[src/rtl/ctrl_bm_gen.sv]
// Bin-manager run controller: sequences bin info read, per-bin load/solve/update
// and conflict backtracking across bins, with a per-phase watchdog and abort.
module ctrl_bm_gen #(
  parameter int unsigned WIDTH_BIN_ID  = 10,
  parameter int unsigned WIDTH_CLAUSES = 16,
  parameter int unsigned WIDTH_LVL     = 16,
  parameter int unsigned WIDTH_TO      = 16,
  parameter int unsigned WIDTH_STAT    = 32
) (
  input  logic                     clk,
  input  logic                     rst,
  input  logic                     start_bm_i,
  input  logic                     abort_i,
  output logic                     done_bm_o,
  output logic [1:0]               result_o,
  output logic [2:0]               err_phase_o,
  output logic [WIDTH_BIN_ID-1:0]  cur_bin_num_o,
  output logic [WIDTH_LVL-1:0]     cur_lvl_o,
  output logic                     start_rdinfo_o,
  output logic                     start_load_o,
  output logic                     start_core_o,
  output logic                     start_find_o,
  output logic                     start_bkt_o,
  output logic                     start_update_o,
  input  logic                     done_rdinfo_i,
  input  logic                     done_load_i,
  input  logic                     done_core_i,
  input  logic                     done_find_i,
  input  logic                     done_bkt_i,
  input  logic                     done_update_i,
  input  logic [WIDTH_CLAUSES-1:0] nb_all_i,
  output logic [WIDTH_BIN_ID-1:0]  request_bin_num_o,
  output logic [WIDTH_BIN_ID-1:0]  update_bin_num_o,
  input  logic                     local_sat_i,
  input  logic [WIDTH_LVL-1:0]     cur_lvl_from_core_i,
  input  logic [WIDTH_LVL-1:0]     bkt_lvl_from_find_i,
  input  logic [WIDTH_BIN_ID-1:0]  bkt_bin_from_find_i,
  output logic [WIDTH_STAT-1:0]    cnt_load_o,
  output logic [WIDTH_STAT-1:0]    cnt_conflict_o
);

  localparam int unsigned CMP_W = (WIDTH_BIN_ID > WIDTH_CLAUSES) ? WIDTH_BIN_ID : WIDTH_CLAUSES;
  localparam logic [WIDTH_TO-1:0]   WD_LAST  = {{(WIDTH_TO-1){1'b1}}, 1'b0};
  localparam logic [WIDTH_STAT-1:0] STAT_MAX = '1;
  localparam logic [1:0] RES_NONE  = 2'd0;
  localparam logic [1:0] RES_SAT   = 2'd1;
  localparam logic [1:0] RES_UNSAT = 2'd2;
  localparam logic [1:0] RES_ABORT = 2'd3;

  typedef enum logic [2:0] {
    S_IDLE           = 3'd0,
    S_RD_BIN_INFO    = 3'd1,
    S_LOAD_BIN       = 3'd2,
    S_RUN_CORE       = 3'd3,
    S_FIND_BKT_LVL   = 3'd4,
    S_BKT_ACROSS_BIN = 3'd5,
    S_UPDATE_BIN     = 3'd6,
    S_DONE           = 3'd7
  } state_e;

  state_e                   state_q, state_d;
  logic [WIDTH_TO-1:0]      wd_q, wd_d;
  logic [WIDTH_CLAUSES-1:0] nb_all_q, nb_all_d;
  logic                     last_sat_q, last_sat_d;
  logic                     done_bm_q, done_bm_d;
  logic [1:0]               result_q, result_d;
  logic [2:0]               err_phase_q, err_phase_d;
  logic [WIDTH_BIN_ID-1:0]  cur_bin_q, cur_bin_d;
  logic [WIDTH_BIN_ID-1:0]  update_bin_q, update_bin_d;
  logic [WIDTH_LVL-1:0]     cur_lvl_q, cur_lvl_d;
  logic [WIDTH_STAT-1:0]    cnt_load_q, cnt_load_d;
  logic [WIDTH_STAT-1:0]    cnt_conflict_q, cnt_conflict_d;
  logic [5:0]               start_q, start_d;
  logic                     active_c;
  logic                     phase_done_c;
  logic                     last_bin_c;
  logic                     entering_c;

  // Done of the phase currently owned by the FSM; all others are ignored.
  always_comb begin
    phase_done_c = 1'b0;
    case (state_q)
      S_RD_BIN_INFO:    phase_done_c = done_rdinfo_i;
      S_LOAD_BIN:       phase_done_c = done_load_i;
      S_RUN_CORE:       phase_done_c = done_core_i;
      S_FIND_BKT_LVL:   phase_done_c = done_find_i;
      S_BKT_ACROSS_BIN: phase_done_c = done_bkt_i;
      S_UPDATE_BIN:     phase_done_c = done_update_i;
      default:          phase_done_c = 1'b0;
    endcase
  end

  assign active_c   = (state_q != S_IDLE) && (state_q != S_DONE);
  assign last_bin_c = (CMP_W'(cur_bin_q) == CMP_W'(nb_all_q));

  always_comb begin
    state_d        = state_q;
    nb_all_d       = nb_all_q;
    last_sat_d     = last_sat_q;
    done_bm_d      = done_bm_q;
    result_d       = result_q;
    err_phase_d    = err_phase_q;
    cur_bin_d      = cur_bin_q;
    update_bin_d   = update_bin_q;
    cur_lvl_d      = cur_lvl_q;
    cnt_load_d     = cnt_load_q;
    cnt_conflict_d = cnt_conflict_q;
    wd_d           = '0;
    start_d        = '0;
    entering_c     = 1'b0;

    if (active_c && (abort_i || (!phase_done_c && (wd_q == WD_LAST)))) begin
      state_d     = S_DONE;
      result_d    = RES_ABORT;
      err_phase_d = state_q;
    end else begin
      case (state_q)
        S_IDLE, S_DONE: begin
          if (start_bm_i) begin
            state_d        = S_RD_BIN_INFO;
            result_d       = RES_NONE;
            done_bm_d      = 1'b0;
            err_phase_d    = '0;
            cnt_load_d     = '0;
            cnt_conflict_d = '0;
            cur_bin_d      = WIDTH_BIN_ID'(1);
            cur_lvl_d      = '0;
          end
        end
        S_RD_BIN_INFO: begin
          if (done_rdinfo_i) begin
            nb_all_d = nb_all_i;
            if (nb_all_i == '0) begin
              state_d  = S_DONE;
              result_d = RES_SAT;
            end else begin
              state_d = S_LOAD_BIN;
            end
          end
        end
        S_LOAD_BIN: begin
          if (done_load_i) begin
            state_d = S_RUN_CORE;
            if (cnt_load_q != STAT_MAX) cnt_load_d = cnt_load_q + WIDTH_STAT'(1);
          end
        end
        S_RUN_CORE: begin
          if (done_core_i) begin
            last_sat_d = local_sat_i;
            if (local_sat_i) begin
              cur_lvl_d = cur_lvl_from_core_i;
              state_d   = S_UPDATE_BIN;
            end else begin
              state_d = S_FIND_BKT_LVL;
              if (cnt_conflict_q != STAT_MAX) cnt_conflict_d = cnt_conflict_q + WIDTH_STAT'(1);
            end
          end
        end
        S_FIND_BKT_LVL: begin
          if (done_find_i) begin
            cur_bin_d = bkt_bin_from_find_i;
            cur_lvl_d = bkt_lvl_from_find_i;
            if (bkt_bin_from_find_i != '0) begin
              state_d = S_BKT_ACROSS_BIN;
            end else begin
              state_d  = S_DONE;
              result_d = RES_UNSAT;
            end
          end
        end
        S_BKT_ACROSS_BIN: begin
          if (done_bkt_i) state_d = S_UPDATE_BIN;
        end
        S_UPDATE_BIN: begin
          if (done_update_i) begin
            if (last_sat_q && last_bin_c) begin
              state_d  = S_DONE;
              result_d = RES_SAT;
            end else begin
              state_d = S_LOAD_BIN;
              if (last_sat_q) cur_bin_d = cur_bin_q + WIDTH_BIN_ID'(1);
            end
          end
        end
        default: state_d = S_IDLE;
      endcase
    end

    // Entry side effects: watchdog restart, start pulses, write-back bin latch.
    entering_c = (state_d != state_q);
    if (active_c && !entering_c) wd_d = wd_q + WIDTH_TO'(1);
    if (entering_c) begin
      case (state_d)
        S_RD_BIN_INFO:    start_d[0] = 1'b1;
        S_LOAD_BIN: begin
          start_d[1]   = 1'b1;
          update_bin_d = cur_bin_d;
        end
        S_RUN_CORE:       start_d[2] = 1'b1;
        S_FIND_BKT_LVL:   start_d[3] = 1'b1;
        S_BKT_ACROSS_BIN: start_d[4] = 1'b1;
        S_UPDATE_BIN:     start_d[5] = 1'b1;
        S_DONE:           done_bm_d  = 1'b1;
        default:          start_d    = '0;
      endcase
    end
  end

  always_ff @(posedge clk) begin
    if (rst) begin
      state_q        <= S_IDLE;
      wd_q           <= '0;
      nb_all_q       <= '0;
      last_sat_q     <= 1'b0;
      done_bm_q      <= 1'b0;
      result_q       <= RES_NONE;
      err_phase_q    <= '0;
      cur_bin_q      <= WIDTH_BIN_ID'(1);
      update_bin_q   <= '0;
      cur_lvl_q      <= '0;
      cnt_load_q     <= '0;
      cnt_conflict_q <= '0;
      start_q        <= '0;
    end else begin
      state_q        <= state_d;
      wd_q           <= wd_d;
      nb_all_q       <= nb_all_d;
      last_sat_q     <= last_sat_d;
      done_bm_q      <= done_bm_d;
      result_q       <= result_d;
      err_phase_q    <= err_phase_d;
      cur_bin_q      <= cur_bin_d;
      update_bin_q   <= update_bin_d;
      cur_lvl_q      <= cur_lvl_d;
      cnt_load_q     <= cnt_load_d;
      cnt_conflict_q <= cnt_conflict_d;
      start_q        <= start_d;
    end
  end

  assign done_bm_o         = done_bm_q;
  assign result_o          = result_q;
  assign err_phase_o       = err_phase_q;
  assign cur_bin_num_o     = cur_bin_q;
  assign request_bin_num_o = cur_bin_q;
  assign update_bin_num_o  = update_bin_q;
  assign cur_lvl_o         = cur_lvl_q;
  assign cnt_load_o        = cnt_load_q;
  assign cnt_conflict_o    = cnt_conflict_q;
  assign start_rdinfo_o    = start_q[0];
  assign start_load_o      = start_q[1];
  assign start_core_o      = start_q[2];
  assign start_find_o      = start_q[3];
  assign start_bkt_o       = start_q[4];
  assign start_update_o    = start_q[5];

endmodule

[config.mk]
export PLATFORM = sky130hd
export DESIGN_NAME = ctrl_bm_gen
export DESIGN_NICKNAME = d
export VERILOG_FILES = /design/src/rtl/ctrl_bm_gen.sv
export SDC_FILE = /design/constraint.sdc
export NUM_CORES = 1
export LEC_CHECK = 0
export BUFFER_PORTS_ARGS = -buffer_cell sky130_fd_sc_hd__clkbuf_2
export CORE_AREA = 2 2 142 144
export DETAILED_ROUTE_END_ITERATION = 7
export DIE_AREA = 0 0 144 146
export PLACE_DENSITY = 0.74
export SETUP_SLACK_MARGIN = 0.4
export SLEW_MARGIN = 20
export SYNTH_ARGS = -nofsm -noshare
export SYNTH_HDL_FRONTEND = slang
export SYNTH_SLANG_ARGS = --single-unit
[constraint.sdc]
create_clock -name clk -period 3.25 [get_ports clk]
set_clock_uncertainty 0.15 [all_clocks]
set_input_delay 0.1625 -clock clk [delete_from_list [all_inputs] [get_ports clk]]
set_output_delay 0.1625 -clock clk [all_outputs]
set_load 0.01 [all_outputs]
==> results.yml <==
power:
  power_frac_seq: 0.342
  internal_power_w: 0.004177
  vdd_drop_max_uv: 404.5
  p_clk_frac: 0.376
  power_density_nw_per_um2: 597.2
  leakagePower_nw: 4.123
  comb_power_share: 0.282
  p_total_w: 0.006121
  sw_frac_of_total: 0.3176
  p_switching_w: 0.001944
timing:
  drv_slew: 0
  hold_viol_final: 0
  max_slew.worst_pin.slew_ps: 694.3
  fin_crit_ps: 2776
  setup_violations: 0
  fin_crit_sh: 0.8541
  rsz0062_at_grt: "yes"
  finalSetupTns_ps: 0
  fmax_mhz: 360.3
  max_slew_margin: 0.5355
cts:
  insertion_delay_ps: 430
  ctsLongestPathBuffers: 2
  clkTransAtPathRegs_ps: 60
  cts-root-buf: "clkbuf_16"
  cts_sinks: 148
  htreeDepth: 4
  tritoncts: "built"
  cts_made_buffers: 17
setup_path:
  startpoint_type: "primary input"
  arrival_ps: 2950
  reg2reg_depth: 8
  r2r_setup_slack_ps: 490
  path_class: "in -> reg"
  setup.worst_path.end_class: "register"
  worstReg2RegStart: "state_q[1]"
  crit_path_max_fanout: 6
  worstPathRequired_ps: 3430
  reg2reg_to: "done_bm_o"
synth:
  synthesis.area_sq_um: 7667
  synth_nets: 973
  synth_cells: 899
  synth_area_leaders: "dfxtp_1 39%, nor2_1 5.9%, xnor2_1 5.5%"
  synth_top_family_by_area: "simple AND/OR/NAND/NOR gates"
  yosysTopAreaCellShare: 0.3864
  ys_seq_area_frac: 0.3864
  synthArstFlopShare: 0
  yosysWarnings: 0
  yosys.area.top_type: "dfxtp_1"
  ys_ff_latch: 148
  synth_xor_area_frac: 0.06740
  synth.distinct_cells: 75
  ys_dominant_reg_cell: "dfxtp_1"
  synth_common_cells: "148 x dfxtp_1, 120 x nor2_1, 59 x nand2_1, 48 x xnor2_1, 37 x nand3_1"
  yosysMostFrequentCell: "dfxtp_1"
  synth-adder-area-share: 0.008159
  synthMuxAreaShare: 0.05336
  synthSimpleGateAreaFrac: 0.2843
  synth_edf_count: 0
  avgSynthCellArea_sq_um: 8.529
  synth-compound-area-share: 0.1511
floorplan:
  start_util: 0.3966
  die_area_sq_um: 21020
  die-height_um: 146
  fp.dieW_um: 144
  ios: 191
  core-area_sq_um: 19330
  row_count: 51
global_routing:
  grt_pass1_vias: 7233
  grt-busiest-layer: "met2"
  antenna_found_initial: 1
  grtUsageMet3: 0.05495
  grt_use_met2: 0.3488
  grt.met1_usage: 0.2785
  track_usage: 0.2176
  grt_max_degree: 37
  grt-ovfl-total: 0
  grt_first_pass_wirelength_mm: 36.88
final_layout:
  fillers: 1771
  drive_gt1_frac: 0.2678
  syn2layout_area_growth_pct: 33.68
  nets: 1211
  n_antenna_cell: 0
hold_path:
  hold_class: "in -> reg"
  holdPathStages: 3
  worstHoldEndpoint: "cur_lvl_o[12]"
  hold_path_startpoint: "bkt_lvl_from_find_i[12]"
routing:
  via_per_inst: 5.469
  wl_per_cell_um: 16.45
  drtAntennaViolNets: 0
  drt_wl_total_mm: 23.28
  dr.pass1.iters: 5
  drc: 0
  drt_iter0_markers: 590
  vias: 7738
placement:
  place_congestion: 0.9066
  place.detailed.hpwl_mm: 16.22
  placement.io_buffers: 190
run:
  max_cap_viol_count: 0
run_status:
  status: "completed"
## timing repair
action                                 CTS  global route
setup buffers                            0             5
setup endpoints to repair               66           104
hold buffers                            50             0
resized for setup                       12            17
pin swaps                                0             6
gates cloned                             0             1
endpoints found under the hold margin   35             0
## worst max path at each step
| stage | from | depth (start not counted) | to | slack (ps) |
|---|---|---|---|---|
| final | nb_all_i[8] | 9 | done_bm_o | 470 |
| after CTS | nb_all_i[13] | 9 | done_bm_o | 410 |
| after global routing | state_q[2] | 9 | cnt_load_o[23] | 330 |
| after global placement | state_q[2] | 9 | cur_lvl_o[10] | 240 |
| after detailed placement | state_q[2] | 9 | cur_lvl_o[11] | 130 |
| after floorplan | wd_q[0] | 10 | update_bin_num_o[1] | 550 |
## through the flow
step,util,std cells,worst slack [ps],area [sq um],hold slack (ps)
final,0.5301,1415,474.2,10250,5.722
after detailed placement,0.4596,1327,130.9,8886,268.6
after floorplan,-,899,545.7,7667,156.4
after global placement,0.4596,1327,235.4,8886,261.6
after CTS,0.5237,1409,410.8,10120,8.399
after global routing,0.5301,1415,332.6,10250,14.90
## routing by layer
metal / part of all wire / routed length (um)
met1: 0.43 / 10090
met2: 0.47 / 10970
met3: 0.068 / 1578
met4: 0.027 / 629
met5: 0.00060 / 14
## area by class of cell
class | count | area [sq um] | area share
Tap cell | 265 | 331.6 | 0.03235
Timing Repair Buffer | 273 | 1724 | 0.1682
Sequential cell | 148 | 2975 | 0.2903
Clock buffer | 18 | 429.2 | 0.04187
Inverter | 23 | 86.33 | 0.008423
Clock inverter | 14 | 256.5 | 0.02502
Multi-Input combinational cell | 674 | 4447 | 0.4338
## registers in the layout (all words and copies together) (netlist names), 6 cells and up
name and flops:
cnt_load_o 32, nb_all_q 16, update_bin_num_o 10, cur_lvl_o 16
cur_bin_num_o 10, wd_q 16, cnt_conflict_o 32, start_q 6
## layout by cell type, fill, tap and decap left out, types with 25 or more instances in the layout
cell             n
nor4_1          25
a21oi_1         33
nor2_1         117
clkbuf_2       190
buf_4           31
xnor2_1         48
nand2_1         59
mux2i_1         32
nand4_1         25
dlygate4sd3_1   50
nand3_1         35
dfxtp_1        144
## power by group through the flow
stage | registers, W | clock network (W) | logic (W)
finish | 0.00209 | 0.00230 | 0.00173
detailed placement | 0.00212 | 0 | 0.00151
CTS | 0.00208 | 0.00234 | 0.00163
global route | 0.00211 | 0.00242 | 0.00187
floorplan | 0.00213 | 0 | 0.00101
global placement | 0.00211 | 0 | 0.00149
## worst max-delay path, cell delays in order
cell and delay [ps]:
dlygate4sd3_1 530, clkbuf_2 110, nor4_1 320, nand4_1 290, o311a_1 420, o2bb2ai_2 290
o21ai_1 200, and3b_2 320, o41ai_1 300
## kinds of logic (layout without fill, tap and decap cells)
| kind of cell | after synthesis | count (layout) |
|---|---|---|
| XOR/XNOR | 59 | 59 |
| adder cells (fa/ha/maj) | 5 | 5 |
| AO/OA/AOI/OAI | 157 | 157 |
| buffers and inverters | 78 | 328 |
| multiplexers | 40 | 40 |
| flip-flops | 148 | 148 |
| AND/OR/NAND/NOR | 412 | 413 |
No activity file was read; power rests on OpenSTA's default activity.
